===== src/rtl/cmd_bus_if.sv =====
// cmd_bus_if -- single-master 32-bit bus between cmd_bus_master and the
// address-decoding interconnect.
//   master: drives bus_addr/bus_read/bus_write/bus_writedata/bus_byteenable,
//           samples bus_readdata/bus_response/bus_waitrequest.
//   slave : the mirror image.
interface cmd_bus_if;
  logic [31:0] bus_addr;
  logic        bus_read;
  logic        bus_write;
  logic [31:0] bus_writedata;
  logic [3:0]  bus_byteenable;
  logic [31:0] bus_readdata;
  logic [1:0]  bus_response;
  logic        bus_waitrequest;

  modport master (
    output bus_addr, bus_read, bus_write, bus_writedata, bus_byteenable,
    input  bus_readdata, bus_response, bus_waitrequest
  );

  modport slave (
    input  bus_addr, bus_read, bus_write, bus_writedata, bus_byteenable,
    output bus_readdata, bus_response, bus_waitrequest
  );
endinterface


===== src/rtl/cmd_bus_master.sv =====
// cmd_bus_master -- turns host byte-stream command frames into single 32-bit
// bus transactions and streams the status/read data back.
//   Frame : opcode (0x01 write, 0x02 read), 4 address bytes MSB first,
//           then 4 data bytes MSB first for writes.
//   Reply : status {timeout,5'b0,response}; reads add 4 data bytes MSB first.
//           Unknown opcodes reply with the single byte 0xEE.
// Ports:
//   clk, rst_n            clock, async active-low reset
//   rx_data/valid/ready   command byte stream in
//   tx_data/valid/ready   response byte stream out
//   bus                   cmd_bus_if.master towards the interconnect
//   busy                  high whenever the FSM is not in IDLE
// Optional feature: define CMD_BUS_TIMEOUT_EN to abort a transaction after
// TIMEOUT_CYCLES consecutive waitrequest cycles (status 0x80, data 0x00).
module cmd_bus_master #(
  parameter int TIMEOUT_CYCLES = 1024,
  parameter int TIMEOUT_W      = $clog2(TIMEOUT_CYCLES + 1)
) (
  input  logic        clk,
  input  logic        rst_n,
  input  logic [7:0]  rx_data,
  input  logic        rx_valid,
  output logic        rx_ready,
  output logic [7:0]  tx_data,
  output logic        tx_valid,
  input  logic        tx_ready,
  cmd_bus_if.master   bus,
  output logic        busy
);

  typedef enum logic [2:0] {IDLE, ADDR, WDATA, BUS, RESP} state_t;

  state_t      state_q;
  logic        is_wr_q;
  logic [1:0]  cnt_q;
  logic [31:0] addr_q, wdata_q, rdata_q;
  logic [2:0]  tx_left_q;
  logic [7:0]  tx_data_q;
  logic        tx_valid_q, rx_ready_q, rd_q, wr_q, busy_q;
`ifdef CMD_BUS_TIMEOUT_EN
  logic [TIMEOUT_W-1:0] tmo_cnt_q;
`endif

  logic rx_acc;
  assign rx_acc = rx_valid && rx_ready_q;

  assign rx_ready            = rx_ready_q;
  assign tx_data             = tx_data_q;
  assign tx_valid            = tx_valid_q;
  assign busy                = busy_q;
  assign bus.bus_addr        = addr_q;
  assign bus.bus_writedata   = wdata_q;
  assign bus.bus_read        = rd_q;
  assign bus.bus_write       = wr_q;
  assign bus.bus_byteenable  = 4'hF;

  always_ff @(posedge clk or negedge rst_n) begin
    if (!rst_n) begin
      state_q    <= IDLE;
      is_wr_q    <= 1'b0;
      cnt_q      <= '0;
      addr_q     <= '0;
      wdata_q    <= '0;
      rdata_q    <= '0;
      tx_left_q  <= '0;
      tx_data_q  <= '0;
      tx_valid_q <= 1'b0;
      rx_ready_q <= 1'b0;
      rd_q       <= 1'b0;
      wr_q       <= 1'b0;
      busy_q     <= 1'b0;
`ifdef CMD_BUS_TIMEOUT_EN
      tmo_cnt_q  <= '0;
`endif
    end else begin
      case (state_q)
        IDLE: begin
          rx_ready_q <= 1'b1;
          if (rx_acc) begin
            busy_q <= 1'b1;
            if (rx_data == 8'h01 || rx_data == 8'h02) begin
              is_wr_q <= (rx_data == 8'h01);
              cnt_q   <= '0;
              state_q <= ADDR;
            end else begin
              tx_data_q  <= 8'hEE;
              tx_valid_q <= 1'b1;
              tx_left_q  <= '0;
              rx_ready_q <= 1'b0;
              state_q    <= RESP;
            end
          end
        end
        ADDR: if (rx_acc) begin
          addr_q <= {addr_q[23:0], rx_data};
          cnt_q  <= cnt_q + 2'd1;       // wraps to 0, ready for WDATA
          if (cnt_q == 2'd3) begin
            if (is_wr_q) begin
              state_q <= WDATA;
            end else begin
              state_q    <= BUS;
              rx_ready_q <= 1'b0;
              rd_q       <= 1'b1;
`ifdef CMD_BUS_TIMEOUT_EN
              tmo_cnt_q  <= '0;
`endif
            end
          end
        end
        WDATA: if (rx_acc) begin
          wdata_q <= {wdata_q[23:0], rx_data};
          cnt_q   <= cnt_q + 2'd1;
          if (cnt_q == 2'd3) begin
            state_q    <= BUS;
            rx_ready_q <= 1'b0;
            wr_q       <= 1'b1;
`ifdef CMD_BUS_TIMEOUT_EN
            tmo_cnt_q  <= '0;
`endif
          end
        end
        BUS: begin
          // Completion wins over a timeout landing in the same cycle.
          if (!bus.bus_waitrequest) begin
            rd_q       <= 1'b0;
            wr_q       <= 1'b0;
            rdata_q    <= bus.bus_readdata;
            tx_data_q  <= {6'b0, bus.bus_response};
            tx_valid_q <= 1'b1;
            tx_left_q  <= rd_q ? 3'd4 : 3'd0;
            state_q    <= RESP;
          end
`ifdef CMD_BUS_TIMEOUT_EN
          // Count reaching TIMEOUT_CYCLES-1 here means this is the
          // TIMEOUT_CYCLES-th stalled cycle: give up.
          else if (tmo_cnt_q == TIMEOUT_W'(TIMEOUT_CYCLES - 1)) begin
            rd_q       <= 1'b0;
            wr_q       <= 1'b0;
            rdata_q    <= '0;
            tx_data_q  <= 8'h80;
            tx_valid_q <= 1'b1;
            tx_left_q  <= rd_q ? 3'd4 : 3'd0;
            state_q    <= RESP;
          end else begin
            tmo_cnt_q <= tmo_cnt_q + 1'b1;
          end
`endif
        end
        RESP: if (tx_ready) begin
          if (tx_left_q != 3'd0) begin
            tx_data_q <= rdata_q[31:24];
            rdata_q   <= {rdata_q[23:0], 8'h00};
            tx_left_q <= tx_left_q - 3'd1;
          end else begin
            tx_valid_q <= 1'b0;
            rx_ready_q <= 1'b1;
            busy_q     <= 1'b0;
            state_q    <= IDLE;
          end
        end
        default: state_q <= IDLE;
      endcase
    end
  end

endmodule


===== src/flat_wrapper.sv =====
// flat-port wrapper written by rule: the top's interface ports become plain ports
module cmd_bus_master_flat 
#(
  parameter int TIMEOUT_CYCLES = 1024,
  parameter int TIMEOUT_W      = $clog2(TIMEOUT_CYCLES + 1)
)
  (clk, rst_n, rx_data, rx_valid, rx_ready, tx_data, tx_valid, tx_ready, busy, bus_bus_addr, bus_bus_read, bus_bus_write, bus_bus_writedata, bus_bus_byteenable, bus_bus_readdata, bus_bus_response, bus_bus_waitrequest);
  cmd_bus_if bus_i ();
  input  logic clk;
  input  logic rst_n;
  input  logic [7:0] rx_data;
  input  logic rx_valid;
  output logic rx_ready;
  output logic [7:0] tx_data;
  output logic tx_valid;
  input  logic tx_ready;
  output logic busy;
  output wire logic [$bits(bus_i.bus_addr)-1:0] bus_bus_addr;
  output wire logic [$bits(bus_i.bus_read)-1:0] bus_bus_read;
  output wire logic [$bits(bus_i.bus_write)-1:0] bus_bus_write;
  output wire logic [$bits(bus_i.bus_writedata)-1:0] bus_bus_writedata;
  output wire logic [$bits(bus_i.bus_byteenable)-1:0] bus_bus_byteenable;
  input wire logic [$bits(bus_i.bus_readdata)-1:0] bus_bus_readdata;
  input wire logic [$bits(bus_i.bus_response)-1:0] bus_bus_response;
  input wire logic [$bits(bus_i.bus_waitrequest)-1:0] bus_bus_waitrequest;
  assign bus_bus_addr = bus_i.bus_addr;
  assign bus_bus_read = bus_i.bus_read;
  assign bus_bus_write = bus_i.bus_write;
  assign bus_bus_writedata = bus_i.bus_writedata;
  assign bus_bus_byteenable = bus_i.bus_byteenable;
  assign bus_i.bus_readdata = bus_bus_readdata;
  assign bus_i.bus_response = bus_bus_response;
  assign bus_i.bus_waitrequest = bus_bus_waitrequest;
  cmd_bus_master #(.TIMEOUT_CYCLES(TIMEOUT_CYCLES), .TIMEOUT_W(TIMEOUT_W)) u_core (.clk(clk), .rst_n(rst_n), .rx_data(rx_data), .rx_valid(rx_valid), .rx_ready(rx_ready), .tx_data(tx_data), .tx_valid(tx_valid), .tx_ready(tx_ready), .bus(bus_i), .busy(busy));
endmodule

===== config.mk =====
export PLATFORM = sky130hd
export DESIGN_NAME = cmd_bus_master_flat
export DESIGN_NICKNAME = d
export VERILOG_FILES = /design/src/rtl/cmd_bus_if.sv /design/src/rtl/cmd_bus_master.sv /design/src/flat_wrapper.sv
export SDC_FILE = /design/constraint.sdc
export NUM_CORES = 1
export LEC_CHECK = 0
export CORE_MARGIN = 5
export CORE_UTILIZATION = 51
export CTS_BUF_LIST = sky130_fd_sc_hd__clkbuf_8
export DETAILED_ROUTE_END_ITERATION = 8
export PLACE_DENSITY = 0.83
export RECOVER_POWER = 50
export SYNTH_ARGS = -nofsm -noshare
export SYNTH_HDL_FRONTEND = slang
export SYNTH_SLANG_ARGS = --single-unit

===== constraint.sdc =====
create_clock -name clk -period 2.8 [get_ports clk]
set_clock_uncertainty 0.15 [all_clocks]
set_input_delay 0.42 -clock clk [delete_from_list [all_inputs] [get_ports clk]]
set_output_delay 0.42 -clock clk [all_outputs]
set_load 0.05 [all_outputs]

==> impl_metrics.xml <==
<?xml version="1.0" encoding="UTF-8"?>
<metrics>
  <group name="clocking">
    <metric name="tritoncts.num_buffers" unit="">17</metric>
    <metric name="cts_post_setup_buffers_inserted" unit="">0</metric>
    <metric name="cts_num_sinks" unit="">118</metric>
    <metric name="clock_tree.htree_level_count" unit="">4</metric>
    <metric name="cts.clk_slew.worst_paths" unit="ns">0.08</metric>
    <metric name="cts_tree" unit="">done</metric>
    <metric name="max-clock-path-buffers" unit="">2</metric>
    <metric name="cts_root_buffer" unit="">sky130_fd_sc_hd__clkbuf_8</metric>
    <metric name="clk-insertion-delay-late" unit="ns">0.42</metric>
  </group>
  <group name="logic_synthesis">
    <metric name="netlist_instances" unit="">401</metric>
    <metric name="edff_count_synth" unit="">0</metric>
    <metric name="post_synth_instance_area" unit="um^2">5010</metric>
    <metric name="synth_common_cells" unit="">sky130_fd_sc_hd__dfrtp_1, sky130_fd_sc_hd__mux2_2, sky130_fd_sc_hd__nor2_1</metric>
    <metric name="ys_top_cells_by_area" unit="">sky130_fd_sc_hd__dfrtp_1, sky130_fd_sc_hd__mux2_2, sky130_fd_sc_hd__nor2_1, sky130_fd_sc_hd__o22ai_1, sky130_fd_sc_hd__buf_4</metric>
    <metric name="ys_dominant_reg_cell" unit="">sky130_fd_sc_hd__dfrtp_1</metric>
    <metric name="postSynthRegisterBits" unit="">118</metric>
    <metric name="ys_seq_area_frac" unit="">0.590</metric>
    <metric name="synth_most_common_cell" unit="">sky130_fd_sc_hd__dfrtp_1</metric>
    <metric name="synth_cell_type_count" unit="">51</metric>
    <metric name="yosys_warnings" unit="">0</metric>
    <metric name="synth.avg_cell_area" unit="um^2">12.5</metric>
    <metric name="synth_top_area_frac" unit="">0.590</metric>
    <metric name="postSynth.asyncResetShare" unit="">1.00</metric>
    <metric name="synth_top_area_cell" unit="">sky130_fd_sc_hd__dfrtp_1</metric>
  </group>
  <group name="routing">
    <metric name="routedWlPerCell" unit="um">17.5</metric>
    <metric name="viasPerCell" unit="">5.35</metric>
    <metric name="dr_total_vias" unit="">3616</metric>
    <metric name="detail_route.iter0.violations" unit="">240</metric>
    <metric name="postRouteWirelength" unit="mm">11.8</metric>
    <metric name="ant_nets" unit="">0</metric>
    <metric name="drt_pass1_iterations" unit="">4</metric>
    <metric name="drcViolationCount" unit="">0</metric>
  </group>
  <group name="critical_path">
    <metric name="critical_path.startpoint_type" unit="">input pin</metric>
    <metric name="worst-setup-path-type" unit="">in2reg</metric>
    <metric name="reg2reg_from" unit="">u_core.state_q[2]</metric>
    <metric name="arrival_time_worst_endpoint" unit="ns">2.62</metric>
    <metric name="r2r_setup_slack" unit="ns">0.37</metric>
    <metric name="worst-r2r-cell-count" unit="">5</metric>
    <metric name="critical_path.endpoint_type" unit="">flip-flop</metric>
    <metric name="cp_max_fo" unit="">11</metric>
    <metric name="r2r-end" unit="">u_core.bus.bus_addr[1]</metric>
    <metric name="worstPathRequired" unit="ns">2.96</metric>
  </group>
  <group name="global_routing">
    <metric name="grt_pass1_wl" unit="mm">19.7</metric>
    <metric name="grt_start_max_net_pins" unit="">60</metric>
    <metric name="first_global_vias" unit="">3954</metric>
    <metric name="global_route.usage.total" unit="">0.214</metric>
    <metric name="grt-ovfl-total" unit="">0</metric>
    <metric name="antenna_found_initial" unit="">0</metric>
  </group>
  <group name="floorplan">
    <metric name="floorplan.io_pins" unit="">128</metric>
    <metric name="core_region_area" unit="um^2">9680</metric>
    <metric name="die_area" unit="um^2">11900</metric>
    <metric name="initial_core_util" unit="">0.517</metric>
    <metric name="std_cell_rows" unit="">36</metric>
    <metric name="dieHeight" unit="um">109</metric>
    <metric name="fp.dieW" unit="um">109</metric>
  </group>
  <group name="power_and_ir_drop">
    <metric name="power-per-cell-area" unit="nW/um^2">813</metric>
    <metric name="ir_drop" unit="mV">0.511</metric>
    <metric name="p_leak" unit="nW">3.10</metric>
  </group>
  <group name="timing">
    <metric name="setup_viol_count_final" unit="">0</metric>
    <metric name="setup_tns" unit="ns">0</metric>
    <metric name="maxSlewViolCount" unit="">0</metric>
    <metric name="slew_headroom" unit="">0.416</metric>
    <metric name="rsz_0062_raised_after_global_routing" unit="">false</metric>
    <metric name="worst_pin_slew" unit="ns">0.877</metric>
    <metric name="fmaxAchievable" unit="MHz">406</metric>
    <metric name="portion_of_the_clock_cycle_consumed_by_the_worst_path_in_the_final_layout" unit="">0.880</metric>
    <metric name="final-hold-violation-count" unit="">0</metric>
    <metric name="timing.final.crit_period" unit="ns">2.46</metric>
  </group>
  <group name="place">
    <metric name="port-buffer-count" unit="">123</metric>
    <metric name="detailed_place.area" unit="um^2">6350</metric>
    <metric name="gp_congestion" unit="">0.817</metric>
    <metric name="dp.final_hpwl" unit="mm">8.37</metric>
  </group>
  <group name="run_status">
    <metric name="status" unit="">finished clean</metric>
  </group>
  <group name="flow_run">
    <metric name="maxCapViolations" unit="">0</metric>
  </group>
  <group name="final_layout">
    <metric name="share_of_cells_above_drive_strength_1" unit="">0.219</metric>
    <metric name="finished_layout_cell_area" unit="um^2">6790</metric>
    <metric name="layout.filler_cells" unit="">675</metric>
    <metric name="insertedDiodeCount" unit="">0</metric>
    <metric name="flow.area_growth_from_synthesis" unit="%">35.6</metric>
    <metric name="num-nets-final" unit="">580</metric>
  </group>
  <group name="hold_path">
    <metric name="worst_hold_path_type" unit="">in2async</metric>
  </group>
</metrics>
-- state kept, by name, summed over array words and instances, names as in the netlist --
| signal | count |
|---|---|
| u_core.is_wr_q | 1 |
| u_core.tx_valid | 1 |
| u_core.bus.bus_writedata | 32 |
| u_core.tx_left_q | 3 |
| u_core.cnt_q | 2 |
| u_core.state_q | 3 |
| u_core.bus.bus_read | 1 |
| u_core.bus.bus_write | 1 |
| u_core.tx_data | 8 |
| u_core.rdata_q | 32 |
| u_core.bus.bus_addr | 32 |
| u_core.busy | 1 |
| u_core.rx_ready | 1 |
-- final cells by class --
class                      count  area, um^2  share of cell area
clock inverter                12         190              0.0280
multi-input combinational    246        1820               0.269
timing repair buffer         134        1330               0.196
sequential                   118        2950               0.435
clock buffer                  20         275              0.0406
inverter                      13        48.8             0.00719
tap                          133         166              0.0245
-- critical path, stage by stage --
cell and delay, ns:
sky130_fd_sc_hd__dlygate4sd3_1 0.59, sky130_fd_sc_hd__nor4_1 0.61, sky130_fd_sc_hd__nand4_1 0.27, sky130_fd_sc_hd__o211ai_2 0.33, sky130_fd_sc_hd__mux2_2 0.40
-- worst max path at each step --
| stage | slack, ns | end | start | depth (start not counted) |
|---|---|---|---|---|
| floorplan | 0.66 | u_core.bus.bus_addr[7] | u_core.rx_ready | 5 |
| global placement | 0.24 | u_core.tx_data[0] | rx_data[5] | 5 |
| detailed placement | 0.21 | u_core.tx_data[0] | rx_data[5] | 5 |
| CTS | 0.46 | rx_ready | u_core.rx_ready | 1 |
| global route | 0.21 | u_core.tx_data[0] | rx_data[5] | 5 |
| finish | 0.34 | u_core.tx_data[0] | rx_data[5] | 5 |
-- timing repair --
item                      in CTS  in global routing
hold buffers                   1                  0
hold endpoints to repair      27                  0
gates resized for setup        0                  0
-- layer usage --
layer / global-route usage / vias up / wire length (um) / part of all wire
met2: 0.354 / 102 / 6130 / 0.52
met4: 0.0622 / 0 / 133 / 0.011
met5: 0 / - / 0 / 0
li1: - / 1702 / - / -
met3: 0.0657 / 16 / 697 / 0.059
met1: 0.271 / 1796 / 4850 / 0.41
-- kinds of logic after synthesis --
kind of cell / after synthesis / synth area share
AO/OA/AOI/OAI: 75 / 0.106
XOR/XNOR: 1 / 0.00175
adder cells (fa/ha/maj): 3 / 0.00750
buffers and inverters: 40 / 0.0442
flip-flops: 118 / 0.590
multiplexers: 71 / 0.161
other: 1 / 0.000749
AND/OR/NAND/NOR: 92 / 0.0887
-- through the flow --
| step | utilization | cells | power [mW] | hold slack, ns | setup WS (ns) |
|---|---|---|---|---|---|
| finish | 0.701 | 676 | 5.52 | 0.308 | 0.335 |
| global route | 0.701 | 676 | 5.81 | 0.344 | 0.215 |
| CTS | 0.705 | 676 | 5.58 | 0.311 | 0.458 |
| detailed placement | 0.656 | 643 | 3.79 | 0.220 | 0.209 |
| global placement | 0.656 | 643 | 3.72 | 0.211 | 0.239 |
| floorplan | - | 404 | 3.34 | -0.0256 | 0.660 |
-- where the power goes --
part / leakage [nW] / internal (mW) / switching (mW)
clock network: 0.229 / 1.06 / 0.707
logic: 1.35 / 0.634 / 0.936
registers: 1.53 / 2.00 / 0.186
total: 3.10 / 3.69 / 1.83
-- layout by cell type (no fill, tap or decap), types with 2 or more instances in the layout --
cell type / synthesis / final
sky130_fd_sc_hd__a32o_1: 3 / 3
sky130_fd_sc_hd__mux2_4: 3 / 3
sky130_fd_sc_hd__clkbuf_8: 0 / 20
sky130_fd_sc_hd__inv_1: 13 / 13
sky130_fd_sc_hd__clkinv_4: 0 / 2
sky130_fd_sc_hd__mux2i_1: 2 / 2
sky130_fd_sc_hd__clkbuf_2: 1 / 2
sky130_fd_sc_hd__dfrtp_1: 118 / 118
sky130_fd_sc_hd__o22ai_1: 27 / 27
sky130_fd_sc_hd__nor2_2: 4 / 2
sky130_fd_sc_hd__nor4_1: 1 / 2
sky130_fd_sc_hd__nand3b_1: 2 / 2
sky130_fd_sc_hd__a21oi_1: 7 / 7
sky130_fd_sc_hd__nand4_1: 2 / 2
sky130_fd_sc_hd__clkdlybuf4s50_1: 0 / 121
sky130_fd_sc_hd__ha_1: 3 / 3
sky130_fd_sc_hd__nand3_1: 4 / 4
sky130_fd_sc_hd__bufinv_16: 0 / 4
sky130_fd_sc_hd__a31oi_1: 3 / 3
sky130_fd_sc_hd__nand2b_1: 4 / 4
sky130_fd_sc_hd__dlygate4sd3_1: 0 / 2
sky130_fd_sc_hd__nand2_1: 4 / 4
sky130_fd_sc_hd__clkinvlp_4: 0 / 2
sky130_fd_sc_hd__buf_12: 0 / 2
sky130_fd_sc_hd__o21ai_2: 2 / 2
sky130_fd_sc_hd__buf_4: 13 / 6
sky130_fd_sc_hd__inv_6: 0 / 3
sky130_fd_sc_hd__mux2_2: 66 / 66
sky130_fd_sc_hd__a22o_1: 10 / 10
sky130_fd_sc_hd__and3_1: 2 / 2
sky130_fd_sc_hd__o21ai_0: 9 / 9
sky130_fd_sc_hd__conb_1: 1 / 4
sky130_fd_sc_hd__nor2_1: 53 / 55
sky130_fd_sc_hd__or3_1: 2 / 2
sky130_fd_sc_hd__a22oi_1: 4 / 4
sky130_fd_sc_hd__and2_1: 4 / 4
sky130_fd_sc_hd__nor3_1: 3 / 3
(Power assumes the default switching activity.)
